**src/rtl/ahb_apb3_bridge_multislot_if.sv**
```systemverilog
// Bus bundle between the AHB-Lite fabric, the bridge and the APB3 peripheral segment.
// The slave modport is the bridge view; the master modport is the surrounding
// environment (AHB master plus the APB slaves' response signals).
interface ahb_apb3_bridge_multislot_if #(
  parameter int ADDR_WIDTH  = 32,
  parameter int DATA_WIDTH  = 32,
  parameter int PADDR_WIDTH = 12,
  parameter int NUM_SLOTS   = 4
);
  logic                            HSEL;
  logic [ADDR_WIDTH-1:0]           HADDR;
  logic                            HWRITE;
  logic [1:0]                      HTRANS;
  logic [DATA_WIDTH-1:0]           HWDATA;
  logic                            HREADY;
  logic                            HREADYOUT;
  logic [1:0]                      HRESP;
  logic [DATA_WIDTH-1:0]           HRDATA;
  logic [PADDR_WIDTH-1:0]          PADDR;
  logic                            PWRITE;
  logic                            PENABLE;
  logic [DATA_WIDTH-1:0]           PWDATA;
  logic [NUM_SLOTS-1:0]            PSEL;
  logic [NUM_SLOTS*DATA_WIDTH-1:0] PRDATA;
  logic [NUM_SLOTS-1:0]            PREADY;
  logic [NUM_SLOTS-1:0]            PSLVERR;
  logic                            TIMEOUT_EVT;

  modport slave (
    input  HSEL, HADDR, HWRITE, HTRANS, HWDATA, HREADY,
    output HREADYOUT, HRESP, HRDATA,
    output PADDR, PWRITE, PENABLE, PWDATA, PSEL,
    input  PRDATA, PREADY, PSLVERR,
    output TIMEOUT_EVT
  );

  modport master (
    output HSEL, HADDR, HWRITE, HTRANS, HWDATA, HREADY,
    input  HREADYOUT, HRESP, HRDATA,
    input  PADDR, PWRITE, PENABLE, PWDATA, PSEL,
    output PRDATA, PREADY, PSLVERR,
    input  TIMEOUT_EVT
  );
endinterface

```
**src/rtl/ahb_apb3_bridge_multislot.sv**
```systemverilog
// AHB-Lite slave to APB3 master bridge with N-way PSEL decode, per-slot response
// muxing and a PREADY timeout that turns a hung APB access into an AHB ERROR.
// All outputs come from registers or from a decode of registered state.
module ahb_apb3_bridge_multislot #(
  parameter int ADDR_WIDTH  = 32,
  parameter int DATA_WIDTH  = 32,
  parameter int PADDR_WIDTH = 12,
  parameter int NUM_SLOTS   = 4,
  parameter int SLOT_LSB    = 12,
  parameter int TIMEOUT     = 256
) (
  input  logic                         HCLK,
  input  logic                         HRESETN,
  ahb_apb3_bridge_multislot_if.slave   bus
);

  localparam int SW = (NUM_SLOTS > 1) ? $clog2(NUM_SLOTS) : 1;
  localparam int CW = (TIMEOUT > 1) ? $clog2(TIMEOUT) : 1;
  localparam logic [CW-1:0] TO_LAST = (TIMEOUT > 0) ? CW'(TIMEOUT - 1) : '0;

  localparam logic [2:0] ST_IDLE   = 3'd0;
  localparam logic [2:0] ST_WDATA  = 3'd1;
  localparam logic [2:0] ST_SETUP  = 3'd2;
  localparam logic [2:0] ST_ACCESS = 3'd3;
  localparam logic [2:0] ST_DONE   = 3'd4;
  localparam logic [2:0] ST_ERR1   = 3'd5;
  localparam logic [2:0] ST_ERR2   = 3'd6;

  logic [2:0]             state_q, state_d;
  logic [SW-1:0]          slot_q;
  logic [PADDR_WIDTH-1:0] paddr_q;
  logic                   pwrite_q;
  logic [DATA_WIDTH-1:0]  pwdata_q;
  logic [DATA_WIDTH-1:0]  hrdata_q;
  logic [CW-1:0]          cnt_q, cnt_d;
  logic                   tevt_q;

  logic                   accept;
  logic [SW-1:0]          slot_in;
  logic [DATA_WIDTH-1:0]  prdata_sel;
  logic                   pready_sel;
  logic                   pslverr_sel;
  logic                   timeout_hit;
  logic [NUM_SLOTS-1:0]   psel_dec;
  logic                   unused_addr_bits;

  // Slot indices beyond NUM_SLOTS exist whenever NUM_SLOTS is not a power of two.
  function automatic logic slot_ok(input logic [SW-1:0] s);
    return int'(s) < NUM_SLOTS;
  endfunction

  assign slot_in          = bus.HADDR[SLOT_LSB +: SW];
  assign unused_addr_bits = ^bus.HADDR;

  // New transfers are only taken in the states that drive HREADYOUT high.
  assign accept = bus.HSEL & bus.HREADY & bus.HTRANS[1] &
                  ((state_q == ST_IDLE) | (state_q == ST_DONE) | (state_q == ST_ERR2));

  // Select the addressed slave's response; other slots never influence the bridge.
  always_comb begin
    prdata_sel  = '0;
    pready_sel  = 1'b0;
    pslverr_sel = 1'b0;
    psel_dec    = '0;
    for (int k = 0; k < NUM_SLOTS; k++) begin
      if (slot_q == SW'(k)) begin
        prdata_sel  = bus.PRDATA[k*DATA_WIDTH +: DATA_WIDTH];
        pready_sel  = bus.PREADY[k];
        pslverr_sel = bus.PSLVERR[k];
        psel_dec[k] = (state_q == ST_SETUP) | (state_q == ST_ACCESS);
      end
    end
  end

  // A completing PREADY in the last allowed cycle wins over the timeout.
  assign timeout_hit = (TIMEOUT != 0) && (state_q == ST_ACCESS) &&
                       !pready_sel && (cnt_q == TO_LAST);

  // Next-state decode for the transfer sequencer.
  always_comb begin
    state_d = state_q;
    case (state_q)
      ST_IDLE, ST_DONE, ST_ERR2: begin
        if (!accept)          state_d = ST_IDLE;
        else if (bus.HWRITE)  state_d = ST_WDATA;
        else if (slot_ok(slot_in)) state_d = ST_SETUP;
        else                  state_d = ST_ERR1;
      end
      ST_WDATA:  state_d = slot_ok(slot_q) ? ST_SETUP : ST_ERR1;
      ST_SETUP:  state_d = ST_ACCESS;
      ST_ACCESS: begin
        if (pready_sel)       state_d = pslverr_sel ? ST_ERR1 : ST_DONE;
        else if (timeout_hit) state_d = ST_ERR1;
      end
      ST_ERR1:   state_d = ST_ERR2;
      default:   state_d = ST_IDLE;
    endcase
  end

  // Wait counter runs only while staying in ACCESS and clears on leaving it.
  always_comb begin
    cnt_d = '0;
    if ((state_q == ST_ACCESS) && (state_d == ST_ACCESS)) cnt_d = cnt_q + 1'b1;
  end

  // Sequencer state and timeout counter.
  always_ff @(posedge HCLK or negedge HRESETN) begin
    if (!HRESETN) begin
      state_q <= ST_IDLE;
      cnt_q   <= '0;
    end else begin
      state_q <= state_d;
      cnt_q   <= cnt_d;
    end
  end

  // Address-phase capture; PADDR/PWRITE hold until the next accepted transfer.
  always_ff @(posedge HCLK or negedge HRESETN) begin
    if (!HRESETN) begin
      slot_q   <= '0;
      paddr_q  <= '0;
      pwrite_q <= 1'b0;
    end else if (accept) begin
      slot_q   <= slot_in;
      paddr_q  <= bus.HADDR[PADDR_WIDTH-1:0];
      pwrite_q <= bus.HWRITE;
    end
  end

  // Write data arrives in the AHB data phase, i.e. the cycle spent in WDATA.
  always_ff @(posedge HCLK or negedge HRESETN) begin
    if (!HRESETN)                 pwdata_q <= '0;
    else if (state_q == ST_WDATA) pwdata_q <= bus.HWDATA;
  end

  // Read data is latched on a good read completion and zeroed on any error exit.
  always_ff @(posedge HCLK or negedge HRESETN) begin
    if (!HRESETN) begin
      hrdata_q <= '0;
    end else if (state_q == ST_ACCESS) begin
      if (pready_sel) begin
        if (pslverr_sel)   hrdata_q <= '0;
        else if (!pwrite_q) hrdata_q <= prdata_sel;
      end else if (timeout_hit) begin
        hrdata_q <= '0;
      end
    end
  end

  // One-cycle timeout pulse, coincident with the first error-response cycle.
  always_ff @(posedge HCLK or negedge HRESETN) begin
    if (!HRESETN) tevt_q <= 1'b0;
    else          tevt_q <= timeout_hit;
  end

  assign bus.HREADYOUT   = (state_q == ST_IDLE) | (state_q == ST_DONE) | (state_q == ST_ERR2);
  assign bus.HRESP       = {1'b0, (state_q == ST_ERR1) | (state_q == ST_ERR2)};
  assign bus.HRDATA      = hrdata_q;
  assign bus.PADDR       = paddr_q;
  assign bus.PWRITE      = pwrite_q;
  assign bus.PENABLE     = (state_q == ST_ACCESS);
  assign bus.PWDATA      = pwdata_q;
  assign bus.PSEL        = psel_dec;
  assign bus.TIMEOUT_EVT = tevt_q;

endmodule
```
**src/flat_wrapper.sv**
```systemverilog
// flat-port wrapper written by rule: the top's interface ports become plain ports
module ahb_apb3_bridge_multislot_flat 
#(
  parameter int ADDR_WIDTH  = 32,
  parameter int DATA_WIDTH  = 32,
  parameter int PADDR_WIDTH = 12,
  parameter int NUM_SLOTS   = 4,
  parameter int SLOT_LSB    = 12,
  parameter int TIMEOUT     = 256
)
  (HCLK, HRESETN, bus_HSEL, bus_HADDR, bus_HWRITE, bus_HTRANS, bus_HWDATA, bus_HREADY, bus_HREADYOUT, bus_HRESP, bus_HRDATA, bus_PADDR, bus_PWRITE, bus_PENABLE, bus_PWDATA, bus_PSEL, bus_PRDATA, bus_PREADY, bus_PSLVERR, bus_TIMEOUT_EVT);
  ahb_apb3_bridge_multislot_if #(.ADDR_WIDTH(ADDR_WIDTH), .DATA_WIDTH(DATA_WIDTH), .PADDR_WIDTH(PADDR_WIDTH), .NUM_SLOTS(NUM_SLOTS)) bus_i ();
  input  logic HCLK;
  input  logic HRESETN;
  input wire logic [$bits(bus_i.HSEL)-1:0] bus_HSEL;
  input wire logic [$bits(bus_i.HADDR)-1:0] bus_HADDR;
  input wire logic [$bits(bus_i.HWRITE)-1:0] bus_HWRITE;
  input wire logic [$bits(bus_i.HTRANS)-1:0] bus_HTRANS;
  input wire logic [$bits(bus_i.HWDATA)-1:0] bus_HWDATA;
  input wire logic [$bits(bus_i.HREADY)-1:0] bus_HREADY;
  output wire logic [$bits(bus_i.HREADYOUT)-1:0] bus_HREADYOUT;
  output wire logic [$bits(bus_i.HRESP)-1:0] bus_HRESP;
  output wire logic [$bits(bus_i.HRDATA)-1:0] bus_HRDATA;
  output wire logic [$bits(bus_i.PADDR)-1:0] bus_PADDR;
  output wire logic [$bits(bus_i.PWRITE)-1:0] bus_PWRITE;
  output wire logic [$bits(bus_i.PENABLE)-1:0] bus_PENABLE;
  output wire logic [$bits(bus_i.PWDATA)-1:0] bus_PWDATA;
  output wire logic [$bits(bus_i.PSEL)-1:0] bus_PSEL;
  input wire logic [$bits(bus_i.PRDATA)-1:0] bus_PRDATA;
  input wire logic [$bits(bus_i.PREADY)-1:0] bus_PREADY;
  input wire logic [$bits(bus_i.PSLVERR)-1:0] bus_PSLVERR;
  output wire logic [$bits(bus_i.TIMEOUT_EVT)-1:0] bus_TIMEOUT_EVT;
  assign bus_i.HSEL = bus_HSEL;
  assign bus_i.HADDR = bus_HADDR;
  assign bus_i.HWRITE = bus_HWRITE;
  assign bus_i.HTRANS = bus_HTRANS;
  assign bus_i.HWDATA = bus_HWDATA;
  assign bus_i.HREADY = bus_HREADY;
  assign bus_HREADYOUT = bus_i.HREADYOUT;
  assign bus_HRESP = bus_i.HRESP;
  assign bus_HRDATA = bus_i.HRDATA;
  assign bus_PADDR = bus_i.PADDR;
  assign bus_PWRITE = bus_i.PWRITE;
  assign bus_PENABLE = bus_i.PENABLE;
  assign bus_PWDATA = bus_i.PWDATA;
  assign bus_PSEL = bus_i.PSEL;
  assign bus_i.PRDATA = bus_PRDATA;
  assign bus_i.PREADY = bus_PREADY;
  assign bus_i.PSLVERR = bus_PSLVERR;
  assign bus_TIMEOUT_EVT = bus_i.TIMEOUT_EVT;
  ahb_apb3_bridge_multislot #(.ADDR_WIDTH(ADDR_WIDTH), .DATA_WIDTH(DATA_WIDTH), .PADDR_WIDTH(PADDR_WIDTH), .NUM_SLOTS(NUM_SLOTS), .SLOT_LSB(SLOT_LSB), .TIMEOUT(TIMEOUT)) u_core (.HCLK(HCLK), .HRESETN(HRESETN), .bus(bus_i));
endmodule
```
**config.mk**
```make
export PLATFORM = sky130hd
export DESIGN_NAME = ahb_apb3_bridge_multislot_flat
export DESIGN_NICKNAME = d
export VERILOG_FILES = /design/src/rtl/ahb_apb3_bridge_multislot_if.sv /design/src/rtl/ahb_apb3_bridge_multislot.sv /design/src/flat_wrapper.sv
export SDC_FILE = /design/constraint.sdc
export NUM_CORES = 1
export LEC_CHECK = 0
export CORE_MARGIN = 4
export CORE_UTILIZATION = 38
export CTS_BUF_LIST = sky130_fd_sc_hd__clkbuf_8
export DETAILED_ROUTE_END_ITERATION = 12
export GPL_TIMING_DRIVEN = 0
export PLACE_DENSITY = 0.83
export SKIP_LAST_GASP = 1
export SLEW_MARGIN = 15
export SYNTH_ARGS = -nofsm -noshare
export SYNTH_HDL_FRONTEND = slang
export SYNTH_SLANG_ARGS = --single-unit
```
**constraint.sdc**
```tcl
create_clock -name HCLK -period 2.25 [get_ports HCLK]
set_clock_uncertainty 0.2 [all_clocks]
set_input_delay 0.3375 -clock HCLK [delete_from_list [all_inputs] [get_ports HCLK]]
set_output_delay 0.3375 -clock HCLK [all_outputs]
set_load 0.02 [all_outputs]
```
==> flow_metrics.env, run 1 <==
export IMPL_grt_setup_unrepaired="true"
export IMPL_synth_cell_types=34
export IMPL_coreArea_mm2=0.01196
export IMPL_synthFlopType="dfrtp_1"
export IMPL_place_area_mm2=0.007551
export IMPL_die_h_um=118.3
export IMPL_ys_seq_area_share_pct=49.30
export IMPL_min_period_ns=2.224
export IMPL_via_per_inst=5.001
export IMPL_drt_wirelength_per_cell_um=19.54
export IMPL_rows=40
export IMPL_cp_max_fo=10
export IMPL_cts_tree="done"
export IMPL_grtUsageTotal_pct=20.96
export IMPL_final_area_mm2=0.007811
export IMPL_path_cells="mux4_2 -> nor2b_1 -> a221o_2 -> buf_6 -> o2bb2ai_2"
export IMPL_syn_nets=524
export IMPL_io_pins=293
export IMPL_required_ns=2.30
export IMPL_cts_num_sinks=91
export IMPL_setup_viol=0
export IMPL_crit_family="compound AO/OA/AOI/OAI gates"
export IMPL_cpMaxStageDelayCell="mux4_2"
export IMPL_place_gp_congestion=0.8023
export IMPL_grt_ovfl_total=0
export IMPL_root_buffer="clkbuf_8"
export IMPL_initial_core_util_pct=38.62
export IMPL_port_buffers=272
export IMPL_hold_class="input pin to asynchronous set/reset pin"
export IMPL_cp_data_arrival_time_ns=2.28
export IMPL_dieWidth_um=118.3
export IMPL_tightest_slew_ns=0.5725
export IMPL_grt_max_degree=63
export IMPL_drc_errors=0
export IMPL_reg2reg_from="u_core.slot_q[0]"
export IMPL_dp_hpwl_um=11850
export IMPL_crit_start="u_core.slot_q[0]"
export IMPL_finish_utilization_pct=65.30
export IMPL_status="finished, final reports clean"
export IMPL_final_common_cell="clkdlybuf4s50_1"
export IMPL_max_stage_delay_ns=0.54
export IMPL_synth_avg_cell_area_um2=14.62
export IMPL_routed_wl_um=14760
export IMPL_synth_edff_count=0
export IMPL_drt_iter0_markers=111
export IMPL_finalPower_w=0.008920
export IMPL_max_slew_margin_pct=61.83
export IMPL_clkTransAtPathRegs_ns=0.10
export IMPL_dieArea_mm2=0.01398
export IMPL_ant_nets=0
export IMPL_synthCells=316
export IMPL_cp_depth=5
export IMPL_cts_buffer_depth=2
export IMPL_max_freq_ghz=0.4497
export IMPL_clk_latency_ns=0.36
export IMPL_grt_pass1_wl_um=22950
export IMPL_dr_pass1_iters=4
export IMPL_finalHoldViolCount=0
export IMPL_start_kind="register"
export IMPL_n_antenna_cell=0
export IMPL_final_cell_mix="clkdlybuf4s50_1 (264), dfrtp_1 (90), mux2_2 (47)"
export IMPL_cts_made_buffers=9
export IMPL_grt_antenna_before_repair=0
export IMPL_nNetsFinal=811
export IMPL_nFillCells=910
export IMPL_power_density_mw_per_mm2=1142
export IMPL_crit_type="register to register"
export IMPL_ys_warn_count=0
export IMPL_reg2reg_depth=5
export IMPL_syn_area_mm2=0.004619
export IMPL_maxSlewViolCount=0
export IMPL_p_leak_nw=3.213
export IMPL_synth_seq_cells=91
export IMPL_grt_pass1_vias=4169
export IMPL_whs_ns=0.2497
export IMPL_vias=3776
export IMPL_areaGrowthSynthToFinish_pct=69.10
export IMPL_cts_max_level=3
export IMPL_worstSetupEndpointType="register"
export IMPL_drive_gt1_share_pct=26.15
export IMPL_fin_crit_sh_pct=98.83
export IMPL_worst_ir_drop_vdd_mv=0.7187
export IMPL_ys_async_sr_fraction_pct=100.0
export IMPL_cap_viol_max_count=0
export IMPL_worst_path_buf_inv=1
-- cell families after synthesis --
kind of cell	Yosys count	share of synthesized area [%]
compound gates	39	11.19
flops	91	49.30
fa+ha+maj	1	0.2708
xor+xnor	6	1.138
simple gates	38	4.171
other cells	1	0.08118
buf+inv	59	5.823
mux	81	28.03
-- power by group --
group          switching [W]  internal (W)  leakage, nW
clock               0.000614      0.000467       0.0961
combinational        0.00239       0.00280         1.97
sequential          0.000391       0.00226         1.15
-- synthesized netlist by cell type (4+ instances only) --
master     instances  area share (%)
nand2b_1           4            0.54
mux4_2            34              17
xor2_1             5            0.95
nor2_1            13             1.1
o2bb2ai_2         30             9.8
mux2_2            47              11
clkbuf_1           6            0.49
inv_1             35             2.8
buf_2              8            0.87
dfrtp_1           91              49
buf_4              4            0.65
nand2_1            7            0.57
-- path summary, 6_finish.rpt --
| kind | end | slack (ns) |
|---|---|---|
| max in group asynchronous | u_core.slot_q[0] | 0.92 |
| hold reg to reg | u_core.cnt_q[0] | 0.28 |
| setup / recovery | u_core.bus.HRDATA[27] | 0.03 |
| hold / removal | u_core.bus.HRDATA[18] | 0.25 |
| setup reg to reg | u_core.bus.HRDATA[27] | 0.03 |
| min in group HCLK | u_core.cnt_q[0] | 0.28 |
-- what timing repair did --
action,4_1_cts,5_1_grt
setup buffers,1,1
endpoints found under the setup margin,46,65
resized for setup,29,14
cloned,0,0
hold buffers,1,0
endpoints found under the hold margin,29,0
pin swaps,1,1
-- layout make-up --
class / count / area [µm²] / share of cell area, %
clock inverter: 5 / 35.03 / 0.4485
multi-input combinational: 166 / 2081 / 26.64
tap: 147 / 183.9 / 2.355
sequential: 91 / 2278 / 29.17
buffer: 23 / 183.9 / 2.355
timing repair buffer: 276 / 2763 / 35.37
inverter: 36 / 135.1 / 1.730
clock buffer: 11 / 151.4 / 1.938
-- worst register-to-register path: cells and delay by family (launching register included) --
family / cells / cell delay (ns)
AND/OR/NAND/NOR: 1 / 0.17
multiplexers: 1 / 0.54
flip-flops: 1 / 0.43
AO/OA/AOI/OAI: 2 / 0.58
buffers and inverters: 1 / 0.19
-- registers in the layout, summed over array words and instances, names as in the netlist --
register,count
u_core.cnt_q,8
u_core.bus.PADDR,12
u_core.bus.HRDATA,32
u_core.bus.TIMEOUT_EVT,1
u_core.state_q,3
u_core.slot_q,2
u_core.bus.PWRITE,1
u_core.bus.PWDATA,32
-- routing by layer --
layer,vias up,GRT usage [%],wire length (µm),part of all wire [%]
met1,1851,23.81,5619,38
met4,0,7.326,295,2.0
met5,-,0,0,0
met3,23,7.081,1315,8.9
li1,1721,-,-,-
met2,181,36.76,7525,51
-- stage by stage --
step,std cells,worst slack [ns],setup TNS (ns)
6_report,755,0.02622,0
2_1_floorplan,316,0.2048,0
5_1_grt,755,-0.02481,-0.3494
3_3_place_gp,735,-2.677,-255.85
3_5_place_dp,736,-0.6417,-13.10
4_1_cts,754,-0.07145,-0.1629
No activity file was read; power rests on OpenSTA's default activity.
==> run 2, diff against run 1 <==
SLEW_MARGIN = 20   (was 15)
==> run 2 against run 1 <==
Against the previous run:
- critical path depth unchanged
- critical path type unchanged
- sequential power about the same
- hold slack worse by 0.027 ns
- non-clock buffer count up 6
==> flow_metrics.env, run 2 (synthesis results as in run 1) <==
export IMPL_finalHoldViolCount=0
export IMPL_areaGrowthSynthToFinish_pct=72.40
export IMPL_max_freq_ghz=0.4569
export IMPL_grt_setup_unrepaired="true"
export IMPL_crit_start="u_core.slot_q[0]"
export IMPL_dieArea_mm2=0.01398
export IMPL_worst_ir_drop_vdd_mv=0.8264
export IMPL_grt_pass1_vias=4166
export IMPL_max_stage_delay_ns=0.54
export IMPL_maxSlewViolCount=0
export IMPL_worst_path_buf_inv=1
export IMPL_cts_num_sinks=91
export IMPL_p_leak_nw=3.288
export IMPL_ant_nets=0
export IMPL_cts_max_level=3
export IMPL_drive_gt1_share_pct=27.52
export IMPL_pre_cts_ws_ns=-0.6360
export IMPL_dr_pass1_iters=4
export IMPL_gr_usage_met3_pct=7.847
export IMPL_final_common_cell="clkdlybuf4s50_1"
export IMPL_nFillCells=891
export IMPL_cp_endpoint="u_core.bus.HRDATA[16]"
export IMPL_grt_antenna_before_repair=0
export IMPL_rows=40
export IMPL_max_slew_margin_pct=60.73
export IMPL_place_gp_congestion=0.8023
export IMPL_reg2reg_from="u_core.slot_q[0]"
export IMPL_via_per_inst=5.000
export IMPL_crit_type="register to register"
export IMPL_grt_max_degree=65
export IMPL_reg2reg_slack_ns=0.06
export IMPL_required_ns=2.31
export IMPL_cts_made_buffers=9
export IMPL_routed_wl_um=15010
export IMPL_tightest_slew_ns=0.5891
export IMPL_die_h_um=118.3
export IMPL_cp_depth=5
export IMPL_fin_ws_ns=0.06149
export IMPL_reg2reg_depth=5
export IMPL_cpMaxStageDelayCell="mux4_2"
export IMPL_cts_tree="done"
export IMPL_drt_wirelength_per_cell_um=19.73
export IMPL_cts_buffer_depth=2
export IMPL_start_kind="register"
export IMPL_grt_ovfl_total=0
export IMPL_setup_viol=0
export IMPL_io_pins=293
export IMPL_hold_class="input pin to asynchronous set/reset pin"
export IMPL_busiest_layer="met2"
export IMPL_nNetsFinal=817
export IMPL_reg2reg_to="u_core.bus.HRDATA[16]"
export IMPL_dieWidth_um=118.3
export IMPL_grtUsageTotal_pct=21.06
export IMPL_min_period_ns=2.189
export IMPL_final_cell_mix="clkdlybuf4s50_1 (264), dfrtp_1 (90), mux2_2 (47)"
export IMPL_power_density_mw_per_mm2=1153
export IMPL_clk_latency_ns=0.36
export IMPL_worstSetupEndpointType="register"
export IMPL_cap_viol_max_count=0
export IMPL_cp_max_fo=10
export IMPL_port_buffers=272
export IMPL_clkTransAtPathRegs_ns=0.10
export IMPL_initial_core_util_pct=38.62
export IMPL_coreArea_mm2=0.01196
export IMPL_use_met2_pct=36.91
export IMPL_drc_errors=0
export IMPL_vias=3805
export IMPL_grt_met1_usage_pct=23.74
export IMPL_drt_iter0_markers=103
export IMPL_status="finished, final reports clean"
export IMPL_root_buffer="clkbuf_8"
export IMPL_grt_pass1_wl_um=23050
export IMPL_n_antenna_cell=0
export IMPL_dp_hpwl_um=11900
export IMPL_tns_ns=0
export IMPL_fin_crit_sh_pct=97.27
export IMPL_crit_family="compound AO/OA/AOI/OAI gates"
export IMPL_cp_data_arrival_time_ns=2.25
export IMPL_path_cells="mux4_2 -> nor2b_4 -> a221o_4 -> buf_8 -> o2bb2ai_2"
-- run 2: worst register-to-register path, cell delays in order, from the launching register on --
cell	delay (ns)
dfrtp_2	0.44
mux4_2	0.54
nor2b_4	0.15
a221o_4	0.45
buf_8	0.19
o2bb2ai_2	0.12
-- run 2: metal layers --
layer | wire [µm] | share of wire, %
met5 | 0 | 0
met4 | 252 | 1.7
met3 | 1396 | 9.3
met2 | 7733 | 52
met1 | 5629 | 37
-- run 2: worst min path at each step --
| stage | endpoint | slack [ns] | cells past startpoint |
|---|---|---|---|
| 6_report | u_core.bus.HRDATA[18] | 0.22 | 2 |
| 5_1_grt | u_core.bus.HRDATA[18] | 0.23 | 2 |
| 2_1_floorplan | u_core.bus.HRDATA[0] | -0.16 | 0 |
| 3_3_place_gp | u_core.cnt_q[0] | 0.26 | 1 |
| 4_1_cts | u_core.bus.HRDATA[18] | 0.19 | 2 |
| 3_5_place_dp | u_core.bus.HRDATA[18] | 0.03 | 1 |
-- run 2: repair_timing --
| item | in CTS | in global routing |
|---|---|---|
| endpoints found under the setup margin | 46 | 72 |
| pin swaps | 1 | 4 |
| endpoints found under the hold margin | 91 | 0 |
| cloned | 0 | 2 |
| buffers inserted | 2 | 4 |
| gates resized for setup | 33 | 21 |
| hold buffers | 1 | 0 |
-- run 2: final cells by class --
cell class	count	area, µm²	area share [%]
buffer	23	198.9	2.498
clock buffer	10	137.6	1.728
clock inverter	6	71.32	0.8955
inverter	36	135.1	1.697
multi-input combinational	166	2117	26.58
sequential	91	2278	28.61
tap	147	183.9	2.309
timing repair buffer	282	2841	35.68
-- run 2: power by group --
group / internal (W) / total (W) / switching (W)
Combinational: 0.00291 / 0.00535 / 0.00244
Sequential: 0.00226 / 0.00264 / 0.000381
Clock: 0.000558 / 0.00119 / 0.000631
Total: 0.00573 / 0.00918 / 0.00345
-- run 2: through the flow --
stage	cells	total power [W]	hold slack [ns]	instance area (µm²)	util [%]
floorplan	316	0.005654	-0.1581	4619	-
global placement	735	0.007702	0.2648	7526	62.92
detailed placement	736	0.007846	0.02802	7555	63.16
CTS	755	0.009142	0.1897	7836	65.51
global route	761	0.009724	0.2313	7964	66.58
finish	761	0.009179	0.2229	7964	66.58
